--- config.mk ---
export PLATFORM = sky130hd
export DESIGN_NAME = decode_hazard_ctl_flat
export DESIGN_NICKNAME = d
export VERILOG_FILES = /design/src/rtl/decode_hazard_if.sv /design/src/rtl/decode_hazard_ctl.sv /design/src/flat_wrapper.sv
export SDC_FILE = /design/constraint.sdc
export NUM_CORES = 1
export LEC_CHECK = 0
export ABC_AREA = 1
export CORE_MARGIN = 3
export CORE_UTILIZATION = 55
export DETAILED_ROUTE_END_ITERATION = 8
export PLACE_DENSITY = 0.82
export SYNTH_ARGS = -nofsm -noshare
export SYNTH_HDL_FRONTEND = slang
export SYNTH_SLANG_ARGS = --single-unit
--- constraint.sdc ---
create_clock -name clk_i -period 6.1 [get_ports clk_i]
set_input_delay 1.22 -clock clk_i [delete_from_list [all_inputs] [get_ports clk_i]]
set_output_delay 1.22 -clock clk_i [all_outputs]
set_load 0.01 [all_outputs]
--- src/rtl/decode_hazard_if.sv ---
// -----------------------------------------------------------------------------
// decode_hazard_if
// Groups the decode-stage hazard controller's bus signals.
//   Decode side   : dec_v_i, dec_rs1_v_i/dec_rs1_i, dec_rs2_v_i/dec_rs2_i,
//                   dec_ld_v_i, dec_rd_i, dec_br_v_i
//   Memory side   : ld_done_v_i, ld_done_rd_i
//   Execute side  : br_res_v_i, br_taken_i
//   Controls out  : issue_v_o, decode_stall_v_o, decode_flush_v_o,
//                   fetch_stall_v_o, err_o
// The _i/_o suffixes are named from the controller's point of view:
// the master modport is the pipeline around the controller and the
// slave modport is the controller itself.
// -----------------------------------------------------------------------------
interface decode_hazard_if #(
   parameter int reg_addr_width_p = 5
) ();
   logic                        dec_v_i;
   logic                        dec_rs1_v_i;
   logic [reg_addr_width_p-1:0] dec_rs1_i;
   logic                        dec_rs2_v_i;
   logic [reg_addr_width_p-1:0] dec_rs2_i;
   logic                        dec_ld_v_i;
   logic [reg_addr_width_p-1:0] dec_rd_i;
   logic                        dec_br_v_i;
   logic                        ld_done_v_i;
   logic [reg_addr_width_p-1:0] ld_done_rd_i;
   logic                        br_res_v_i;
   logic                        br_taken_i;
   logic                        issue_v_o;
   logic                        decode_stall_v_o;
   logic                        decode_flush_v_o;
   logic                        fetch_stall_v_o;
   logic                        err_o;

   modport master (
      output dec_v_i, dec_rs1_v_i, dec_rs1_i, dec_rs2_v_i, dec_rs2_i,
             dec_ld_v_i, dec_rd_i, dec_br_v_i, ld_done_v_i, ld_done_rd_i,
             br_res_v_i, br_taken_i,
      input  issue_v_o, decode_stall_v_o, decode_flush_v_o, fetch_stall_v_o, err_o
   );

   modport slave (
      input  dec_v_i, dec_rs1_v_i, dec_rs1_i, dec_rs2_v_i, dec_rs2_i,
             dec_ld_v_i, dec_rd_i, dec_br_v_i, ld_done_v_i, ld_done_rd_i,
             br_res_v_i, br_taken_i,
      output issue_v_o, decode_stall_v_o, decode_flush_v_o, fetch_stall_v_o, err_o
   );
endinterface

--- src/rtl/decode_hazard_ctl.sv ---
// -----------------------------------------------------------------------------
// decode_hazard_ctl
// Decode-stage sequencing controller. Tracks in-flight loads with a per-register
// scoreboard and a load counter, and runs a small branch FSM:
//   IDLE    : stall decode+fetch on load-use hazard or load-count overflow
//   BR_WAIT : freeze decode+fetch until execute resolves the branch
//   FLUSH   : bubble decode for flush_cycles_p cycles after a taken branch
// Ports:
//   clk_i  - clock
//   rst_i  - synchronous active-high reset
//   hz_if  - decode_hazard_if.slave (decode/load/branch inputs, control outputs)
// Control outputs are combinational from state and inputs and forced low while
// rst_i is asserted. err_o is a sticky flag for protocol violations
// (load completion with nothing in flight, branch resolve outside BR_WAIT).
// The interface's reg_addr_width_p must match this module's.
// -----------------------------------------------------------------------------
module decode_hazard_ctl #(
   parameter int reg_addr_width_p = 5,
   parameter int max_ld_p         = 2,
   parameter int flush_cycles_p   = 2
) (
   input logic            clk_i,
   input logic            rst_i,
   decode_hazard_if.slave hz_if
);

   localparam int num_regs_lp = 2 ** reg_addr_width_p;

   typedef enum logic [1:0] {
      IDLE    = 2'd0,
      BR_WAIT = 2'd1,
      FLUSH   = 2'd2
   } state_e;

   state_e                      state_r;
   state_e                      state_next_s;
   logic [num_regs_lp-1:0]      sb_r;
   logic [num_regs_lp-1:0]      sb_next_s;
   logic [2:0]                  ld_cnt_r;
   logic [2:0]                  ld_cnt_next_s;
   logic [2:0]                  flush_cnt_r;
   logic [2:0]                  flush_cnt_next_s;
   logic                        err_r;
   logic                        err_next_s;

   logic                        hazard_s;
   logic                        ld_full_s;
   logic                        issue_s;
   logic                        stall_s;
   logic                        flush_s;
   logic                        fetch_stall_s;
   logic                        br_err_s;
   logic                        ld_err_s;
   logic                        ld_issue_s;

   // Hazard detect: x0 never reads as busy because its scoreboard bit is never set.
   always_comb begin
      hazard_s  = hz_if.dec_v_i &
                  ((hz_if.dec_rs1_v_i & sb_r[hz_if.dec_rs1_i]) |
                   (hz_if.dec_rs2_v_i & sb_r[hz_if.dec_rs2_i]));
      ld_full_s = hz_if.dec_v_i & hz_if.dec_ld_v_i & (ld_cnt_r == 3'(max_ld_p));
   end

   // Branch FSM next state and per-state controls.
   always_comb begin
      state_next_s     = state_r;
      flush_cnt_next_s = flush_cnt_r;
      stall_s          = 1'b0;
      flush_s          = 1'b0;
      fetch_stall_s    = 1'b0;
      issue_s          = 1'b0;
      br_err_s         = 1'b0;
      case (state_r)
         IDLE: begin
            stall_s       = hazard_s | ld_full_s;
            fetch_stall_s = stall_s;
            issue_s       = hz_if.dec_v_i & ~stall_s;
            br_err_s      = hz_if.br_res_v_i;
            if (issue_s && hz_if.dec_br_v_i) begin
               state_next_s = BR_WAIT;
            end else begin
               state_next_s = IDLE;
            end
         end
         BR_WAIT: begin
            stall_s       = 1'b1;
            fetch_stall_s = 1'b1;
            if (hz_if.br_res_v_i && hz_if.br_taken_i) begin
               state_next_s     = FLUSH;
               flush_cnt_next_s = 3'(flush_cycles_p);
            end else if (hz_if.br_res_v_i) begin
               state_next_s = IDLE;
            end else begin
               state_next_s = BR_WAIT;
            end
         end
         FLUSH: begin
            flush_s          = 1'b1;
            br_err_s         = hz_if.br_res_v_i;
            flush_cnt_next_s = flush_cnt_r - 3'd1;
            // Count was loaded with the flush length, so the cycle seeing 1 is the last.
            if (flush_cnt_r == 3'd1) begin
               state_next_s = IDLE;
            end else begin
               state_next_s = FLUSH;
            end
         end
         default: begin
            state_next_s     = IDLE;
            flush_cnt_next_s = 3'd0;
         end
      endcase
   end

   // Scoreboard and load counter next values; a set on the same index beats a clear.
   always_comb begin
      ld_issue_s    = issue_s & hz_if.dec_ld_v_i;
      ld_err_s      = hz_if.ld_done_v_i & (ld_cnt_r == 3'd0);
      sb_next_s     = sb_r;
      ld_cnt_next_s = ld_cnt_r;
      if (hz_if.ld_done_v_i) begin
         sb_next_s[hz_if.ld_done_rd_i] = 1'b0;
      end else begin
         sb_next_s = sb_r;
      end
      if (ld_issue_s && (hz_if.dec_rd_i != {reg_addr_width_p{1'b0}})) begin
         sb_next_s[hz_if.dec_rd_i] = 1'b1;
      end else begin
         sb_next_s = sb_next_s;
      end
      case ({ld_issue_s, hz_if.ld_done_v_i})
         2'b10:   ld_cnt_next_s = ld_cnt_r + 3'd1;
         // A completion with nothing in flight leaves the count at zero.
         2'b01:   ld_cnt_next_s = ld_err_s ? ld_cnt_r : (ld_cnt_r - 3'd1);
         default: ld_cnt_next_s = ld_cnt_r;
      endcase
      err_next_s = err_r | ld_err_s | br_err_s;
   end

   // State registers with synchronous reset.
   always_ff @(posedge clk_i) begin
      if (rst_i) begin
         state_r     <= IDLE;
         sb_r        <= {num_regs_lp{1'b0}};
         ld_cnt_r    <= 3'd0;
         flush_cnt_r <= 3'd0;
         err_r       <= 1'b0;
      end else begin
         state_r     <= state_next_s;
         sb_r        <= sb_next_s;
         ld_cnt_r    <= ld_cnt_next_s;
         flush_cnt_r <= flush_cnt_next_s;
         err_r       <= err_next_s;
      end
   end

   assign hz_if.issue_v_o        = issue_s & ~rst_i;
   assign hz_if.decode_stall_v_o = stall_s & ~rst_i;
   assign hz_if.decode_flush_v_o = flush_s & ~rst_i;
   assign hz_if.fetch_stall_v_o  = fetch_stall_s & ~rst_i;
   assign hz_if.err_o            = err_r & ~rst_i;

endmodule

--- src/flat_wrapper.sv ---
// flat-port wrapper written by rule: the top's interface ports become plain ports
module decode_hazard_ctl_flat 
#(
   parameter int reg_addr_width_p = 5,
   parameter int max_ld_p         = 2,
   parameter int flush_cycles_p   = 2
)
  (clk_i, rst_i, hz_if_dec_v_i, hz_if_dec_rs1_v_i, hz_if_dec_rs1_i, hz_if_dec_rs2_v_i, hz_if_dec_rs2_i, hz_if_dec_ld_v_i, hz_if_dec_rd_i, hz_if_dec_br_v_i, hz_if_ld_done_v_i, hz_if_ld_done_rd_i, hz_if_br_res_v_i, hz_if_br_taken_i, hz_if_issue_v_o, hz_if_decode_stall_v_o, hz_if_decode_flush_v_o, hz_if_fetch_stall_v_o, hz_if_err_o);
  decode_hazard_if #(.reg_addr_width_p(reg_addr_width_p)) hz_if_i ();
  input logic clk_i;
  input logic rst_i;
  input wire logic [$bits(hz_if_i.dec_v_i)-1:0] hz_if_dec_v_i;
  input wire logic [$bits(hz_if_i.dec_rs1_v_i)-1:0] hz_if_dec_rs1_v_i;
  input wire logic [$bits(hz_if_i.dec_rs1_i)-1:0] hz_if_dec_rs1_i;
  input wire logic [$bits(hz_if_i.dec_rs2_v_i)-1:0] hz_if_dec_rs2_v_i;
  input wire logic [$bits(hz_if_i.dec_rs2_i)-1:0] hz_if_dec_rs2_i;
  input wire logic [$bits(hz_if_i.dec_ld_v_i)-1:0] hz_if_dec_ld_v_i;
  input wire logic [$bits(hz_if_i.dec_rd_i)-1:0] hz_if_dec_rd_i;
  input wire logic [$bits(hz_if_i.dec_br_v_i)-1:0] hz_if_dec_br_v_i;
  input wire logic [$bits(hz_if_i.ld_done_v_i)-1:0] hz_if_ld_done_v_i;
  input wire logic [$bits(hz_if_i.ld_done_rd_i)-1:0] hz_if_ld_done_rd_i;
  input wire logic [$bits(hz_if_i.br_res_v_i)-1:0] hz_if_br_res_v_i;
  input wire logic [$bits(hz_if_i.br_taken_i)-1:0] hz_if_br_taken_i;
  output wire logic [$bits(hz_if_i.issue_v_o)-1:0] hz_if_issue_v_o;
  output wire logic [$bits(hz_if_i.decode_stall_v_o)-1:0] hz_if_decode_stall_v_o;
  output wire logic [$bits(hz_if_i.decode_flush_v_o)-1:0] hz_if_decode_flush_v_o;
  output wire logic [$bits(hz_if_i.fetch_stall_v_o)-1:0] hz_if_fetch_stall_v_o;
  output wire logic [$bits(hz_if_i.err_o)-1:0] hz_if_err_o;
  assign hz_if_i.dec_v_i = hz_if_dec_v_i;
  assign hz_if_i.dec_rs1_v_i = hz_if_dec_rs1_v_i;
  assign hz_if_i.dec_rs1_i = hz_if_dec_rs1_i;
  assign hz_if_i.dec_rs2_v_i = hz_if_dec_rs2_v_i;
  assign hz_if_i.dec_rs2_i = hz_if_dec_rs2_i;
  assign hz_if_i.dec_ld_v_i = hz_if_dec_ld_v_i;
  assign hz_if_i.dec_rd_i = hz_if_dec_rd_i;
  assign hz_if_i.dec_br_v_i = hz_if_dec_br_v_i;
  assign hz_if_i.ld_done_v_i = hz_if_ld_done_v_i;
  assign hz_if_i.ld_done_rd_i = hz_if_ld_done_rd_i;
  assign hz_if_i.br_res_v_i = hz_if_br_res_v_i;
  assign hz_if_i.br_taken_i = hz_if_br_taken_i;
  assign hz_if_issue_v_o = hz_if_i.issue_v_o;
  assign hz_if_decode_stall_v_o = hz_if_i.decode_stall_v_o;
  assign hz_if_decode_flush_v_o = hz_if_i.decode_flush_v_o;
  assign hz_if_fetch_stall_v_o = hz_if_i.fetch_stall_v_o;
  assign hz_if_err_o = hz_if_i.err_o;
  decode_hazard_ctl #(.reg_addr_width_p(reg_addr_width_p), .max_ld_p(max_ld_p), .flush_cycles_p(flush_cycles_p)) u_core (.clk_i(clk_i), .rst_i(rst_i), .hz_if(hz_if_i));
endmodule
==> results of run 1 <==
cell usage in the layout, fill, tap and decap left out:
cell type	instances
a221oi_1	1
a211oi_1	2
buf_4	1
inv_4	1
or2_2	2
clkbuf_8	7
dfxtp_1	41
a21oi_1	39
nor4_1	1
nor3_1	3
inv_2	2
clkdlybuf4s50_1	34
inv_1	40
nand4_1	5
clkinv_2	2
o211ai_1	1
o21ai_0	37
a32oi_1	1
nor2_2	1
nand3_4	1
o21ai_1	5
nor2_4	1
nor2_1	45
nand2_1	88
nand3b_1	1
nand2_2	3
ha_1	7
nand3_1	97
state kept, by name, summed over array words and instances, names as in the netlist:
| register | flops |
|---|---|
| u_core.err_r | 1 |
| u_core.flush_cnt_r | 3 |
| u_core.sb_r | 32 |
| u_core.ld_cnt_r | 3 |
| u_core.state_r | 2 |
power breakdown:
group	leakage, µW	switching (µW)	internal [µW]
Combinational	0.000826	77.2	48.3
Sequential	0.000332	6.08	274
Clock	0.0000542	93.7	102
tightest hold or removal path, cell delays in order, from the launching register on:
cell	delay, ns
dfxtp_1	0.32
inv_1	0.07
nor3_1	0.05
metal layers:
layer | GRT usage [%] | wire [µm] | up-vias | part of all wire (%)
met2 | 40.7 | 3410 | 129 | 44
met3 | 4.69 | 684 | 12 | 8.9
met1 | 36.1 | 3460 | 1401 | 45
met4 | 8.54 | 127 | 0 | 1.7
li1 | - | - | 1536 | -
met5 | 0 | 0 | - | 0
final cells by class:
cell class | instances | area [µm²]
timing repair buffer | 35 | 348
tap | 67 | 83.8
multi-input combinational | 341 | 1640
fill | 441 | 1620
inverter | 44 | 169
clock inverter | 1 | 5.00
sequential | 41 | 821
clock buffer | 7 | 96.3
path summary, 6_finish.rpt:
kind,startpoint,end,depth (start not counted)
worst max-delay path,hz_if_dec_rs2_i[0],hz_if_issue_v_o,14
worst min-delay path,u_core.sb_r[0],u_core.sb_r[0],2
worst max register to register,u_core.sb_r[1],u_core.ld_cnt_r[2],21
worst min register to register,u_core.sb_r[0],u_core.sb_r[0],2
logic make-up (layout without fill, tap and decap cells):
logic type / Yosys count / in the layout / synth area share [%]
adder cells (fa/ha/maj): 7 / 7 / 3.16
buffers and inverters: 64 / 87 / 11.1
flip-flops: 41 / 41 / 29.6
AND/OR/NAND/NOR: 248 / 248 / 40.1
AO/OA/AOI/OAI: 86 / 86 / 16.1
per-stage QoR:
| stage | utilization [%] | setup WS, ns | power (µW) | instance area, µm² | hold WS, ns |
|---|---|---|---|---|---|
| 2_1_floorplan | - | 2.24 | 370 | 2770 | 0.433 |
| 3_3_place_gp | 64.1 | 0.997 | 408 | 3070 | 0.463 |
| 3_5_place_dp | 64.1 | 0.960 | 410 | 3070 | 0.470 |
| 4_1_cts | 66.2 | 0.957 | 603 | 3170 | 0.481 |
| 5_1_grt | 66.2 | 0.705 | 630 | 3170 | 0.505 |
| 6_report | 66.2 | 0.921 | 602 | 3170 | 0.481 |
cells in the mapped netlist:
cell,instances,area share [%]
nand4_1,5,1.1
nor2_2,1,0.23
ha_1,7,3.2
or2_2,2,0.45
inv_2,2,0.27
a32oi_1,1,0.32
nand3_4,1,0.63
nand2_2,3,0.68
nand2_1,88,12
nand3b_1,1,0.27
buf_4,2,0.54
nor2_1,45,6.1
buf_6,7,2.8
inv_4,1,0.23
nand3_1,97,18
clkinv_2,1,0.18
clkbuf_1,8,1.1
o211ai_1,1,0.27
inv_1,40,5.4
dfxtp_1,41,30
a211oi_1,2,0.54
a221oi_1,1,0.32
nor3_1,3,0.54
buf_2,3,0.54
o21ai_1,5,0.90
a21oi_1,39,7.0
nor2_4,1,0.41
o21ai_0,37,6.7
nor4_1,1,0.23
==> impl_metrics.py, run 1 <==
metrics = {
    "status": {
        "status": "completed",
    },
    "worst_setup_path": {
        "cpPeakStageDelay_ns": 0.84,
        "crit_fanout": 17,
        "crit_type": "input pin to primary output",
        "cp_top_family": "buffers and inverters",
        "required_ns": 4.88,
        "start_kind": "input pin",
        "endpoint_kind": "primary output",
        "cp_slowest_cell": "clkdlybuf4s50_1",
        "path_cells": "clkdlybuf4s50_1 -> inv_2 -> nand2_1 -> nand3_1 -> nand3_1 -> nand2_1 -> nand2_1 -> nand3_1 -> nand3_1 -> nand2_1 -> nor2_4 -> inv_1 -> nor3_1 -> clkdlybuf4s50_1",
        "path_buf_inv": 4,
        "r2r_slack_ns": 3.81,
        "worstPathArrival_ns": 3.96,
    },
    "final_layout": {
        "drive_above_1_share_pct": 4.48,
        "synthToLayoutAreaGrowth_pct": 14.2,
        "fin_nets": 505,
        "instances_no_fill": 536,
        "diodes": 0,
    },
    "place": {
        "routabilityCongestion": 0.925,
        "dp_cells": 528,
        "io_buffers": 34,
        "dpl.hpwl_um": 5560,
    },
    "cts": {
        "path_clk_slew_ns": 0.08,
        "ctsHoldBuffers": 0,
        "ctsLongestPathBuffers": 2,
        "root_buffer": "clkbuf_8",
        "clock_sinks": 41,
        "post-cts-setup-buffers": 0,
        "insertion_delay_ns": 0.30,
        "cts_tree": "built",
        "cts_max_level": 2,
        "numCtsBuffers": 5,
        "post_cts_resized": 0,
    },
    "pwr": {
        "p_leak_uw": 0.00121,
        "peakVddDrop_mv": 0.139,
        "p_per_area_nw_per_um2": 190,
    },
    "grt": {
        "antenna_found_initial": 0,
        "grt.total_usage_pct": 26.0,
        "grt_remaining_overflow": 0,
        "grt_pass1_wl_um": 12600,
        "grt_max_degree": 42,
        "grt_pass1_vias": 2659,
    },
    "floorplanning": {
        "coreArea_um2": 4790,
        "die_area_um2": 5930,
        "ios": 35,
        "rows": 25,
        "die_h_um": 77,
        "die_x_um": 77,
        "start_util_pct": 57.9,
    },
    "timing": {
        "finalSetupTns_ns": 0,
        "hold_viol": 0,
        "fin_crit_sh_pct": 84.9,
        "relSlewSlack_pct": 41.1,
        "finClkSkew_ns": 0.00690,
        "rsz0062_at_grt": "false",
        "fmax_mhz": 193,
        "maxSlewViolCount": 0,
        "max_slew.worst_pin.slew_ns": 0.881,
        "min_period_ns": 5.18,
        "setup_viol": 0,
    },
    "routing": {
        "vias": 3078,
        "ant_nets": 0,
        "drt_iter0_markers": 252,
        "wl_um": 7680,
        "firstDrtPassIters": 5,
        "vias_per_cell": 5.74,
        "drc": 0,
        "wl_per_cell_um": 14.3,
    },
    "job": {
        "max_cap_violations": 0,
    },
    "yosys": {
        "syn_nets": 483,
        "synth_cell_types": 29,
        "synthCells": 446,
        "ys_seq_area_share_pct": 29.6,
        "synth_seq_cells": 41,
        "ys_warn_count": 0,
        "syn_area_per_cell_um2": 6.22,
        "synth_area_um2": 2770,
    },
    "worst_hold_path": {
        "worstHoldPathType": "flip-flop to flip-flop",
    },
}
Power figures use the tool's default switching activity.
==> run 2: changes to the inputs <==
CORE_UTILIZATION = 50   (was 55)
PLACE_DENSITY = 0.79   (was 0.82)
clock period = 4.35 ns   (was 6.1 ns; I/O delays follow)
==> run 2 against run 1 <==
Critical path depth stayed put. Global-route usage is 0.63 points lower. Cell area is 1.1% higher. Routed wire length grew 0.17%. Register-to-register slack worse by 1.7 ns. Critical endpoint is now hz_if_fetch_stall_v_o. Largest cell class unchanged.
==> impl_metrics.py, run 2 (synthesized netlist as in run 1, its figures left out) <==
metrics = {
    "timing": {
        "hold_viol": 0,
        "max_slew.worst_pin.slew_ns": 0.867,
        "finalSetupTns_ns": 0,
        "relSlewSlack_pct": 42.1,
        "fin_crit_sh_pct": 94.8,
        "setup_slack_ns": 0.227,
        "min_period_ns": 4.12,
        "maxSlewViolCount": 0,
        "rsz0062_at_grt": "false",
        "setup_viol": 0,
        "finClkSkew_ns": 0.00787,
        "fmax_mhz": 243,
    },
    "final_layout": {
        "postLayoutCellArea_um2": 3200,
        "top_register": "u_core.sb_r",
        "final_common_cell": "nand3_1",
        "final_util_pct": 61.1,
        "largest_reg_flops": 32,
        "top_regs": "u_core.sb_r: 32 flops, u_core.flush_cnt_r: 3 flops, u_core.ld_cnt_r: 3 flops",
        "drive_above_1_share_pct": 5.29,
        "fin_nets": 509,
        "final_cell_mix": "97 x nand3_1, 88 x nand2_1, 45 x nor2_1",
        "diodes": 0,
        "synthToLayoutAreaGrowth_pct": 15.4,
    },
    "cts": {
        "ctsLongestPathBuffers": 2,
        "cts_tree": "built",
        "root_buffer": "clkbuf_8",
        "ctsHoldBuffers": 0,
        "numCtsBuffers": 5,
        "path_clk_slew_ns": 0.08,
        "post-cts-setup-buffers": 0,
        "post_cts_resized": 0,
        "cts_max_level": 2,
        "clock_sinks": 41,
        "insertion_delay_ns": 0.30,
    },
    "floorplanning": {
        "die_h_um": 80.5,
        "start_util_pct": 52.9,
        "ios": 35,
        "coreArea_um2": 5240,
        "die_x_um": 80.5,
        "rows": 26,
        "die_area_um2": 6470,
    },
    "place": {
        "post-place-ws_ns": 0.252,
        "dpl.hpwl_um": 5860,
        "io_buffers": 34,
        "routabilityCongestion": 0.875,
        "place_area_um2": 3100,
    },
    "pwr": {
        "seqPwrFrac_pct": 46.4,
        "peakVddDrop_mv": 0.215,
        "total_power_uw": 849,
        "p_comb_share_pct": 21.1,
        "p_per_area_nw_per_um2": 265,
        "power_switching_uw": 250,
        "switching_share_pct": 29.5,
        "p_leak_uw": 0.00123,
        "p_clk_share_pct": 32.5,
        "p_int_uw": 599,
    },
    "grt": {
        "grt_max_degree": 32,
        "grt.total_usage_pct": 25.4,
        "grt_pass1_vias": 2789,
        "grt_pass1_wl_um": 12900,
        "antenna_found_initial": 0,
        "grt_remaining_overflow": 0,
    },
    "routing": {
        "wl_um": 7700,
        "vias_per_cell": 5.69,
        "drt_iter0_markers": 188,
        "firstDrtPassIters": 5,
        "ant_nets": 0,
        "vias": 3089,
        "wl_per_cell_um": 14.2,
        "drc": 0,
    },
    "worst_setup_path": {
        "start_kind": "input pin",
        "required_ns": 3.48,
        "endpoint_kind": "primary output",
        "worstPathArrival_ns": 3.25,
        "crit_type": "input pin to primary output",
        "cp_slowest_cell": "clkdlybuf4s50_1",
        "crit_top_cell": "nor2_1",
        "cpPeakStageDelay_ns": 0.66,
        "crit_fanout": 9,
        "cp_top_family": "buffers and inverters",
        "path_cells": "clkdlybuf4s50_1 -> inv_2 -> nor2_1 -> o21ai_1 -> o211ai_1 -> nand2_1 -> nor2_1 -> nor2_1 -> nor2_2 -> nor2_4 -> inv_1 -> nand2_1 -> a21oi_1 -> clkdlybuf4s50_1",
        "path_buf_inv": 4,
    },
    "job": {
        "max_cap_violations": 0,
    },
    "status": {
        "status": "completed",
    },
    "worst_hold_path": {
        "worstHoldPathType": "flip-flop to flip-flop",
    },
}
[run 2: cell types whose count changed in the layout (fill, tap and decap cells not counted), sizes merged]
| cell | before | now |
|---|---|---|
| buf | 1 | 5 |
[run 2: per-stage QoR]
| step | hold WS [ns] | cells |
|---|---|---|
| floorplan | 0.433 | 446 |
| global placement | 0.458 | 535 |
| detailed placement | 0.465 | 535 |
| CTS | 0.490 | 543 |
| global route | 0.507 | 543 |
| finish | 0.489 | 543 |
[run 2: cell type report]
class,count,area [µm²]
clock inverters,1,5.00
fillers,488,2040
multi-input cells,341,1640
flip-flops and latches,41,821
inverters,44,169
repair buffers,39,378
clock buffers,7,96.3
well taps,70,87.6
[run 2: tightest hold or removal path, stage by stage, from the launching register on]
cell and delay [ns]:
dfxtp_1 0.33, o21ai_0 0.09, inv_1 0.04
[run 2: path summary, 6_finish.rpt]
check / to / startpoint / slack (ns) / cells past startpoint
setup / recovery: hz_if_fetch_stall_v_o / hz_if_dec_rs1_i[1] / 0.23 / 14
hold / removal: u_core.err_r / u_core.err_r / 0.49 / 2
setup reg to reg: u_core.ld_cnt_r[2] / u_core.sb_r[1] / 2.09 / 21
hold reg to reg: u_core.err_r / u_core.err_r / 0.49 / 2
[run 2: power groups by stage]
stage               Clock, µW  Sequential (µW)  Combinational (µW)
global placement            0              402                 173
global route              293              395                 200
detailed placement          0              402                 177
CTS                       278              393                 178
finish                    276              394                 179
floorplan                   0              399                 119
[run 2: per-layer routing]
layer	wire [µm]	track usage, %	share of wire [%]	up-vias
li1	-	-	-	1549
met1	3430	34.4	45	1407
met2	3510	40.8	46	126
met3	653	5.04	8.5	7
met4	106	6.76	1.4	0
met5	0	0	0	-
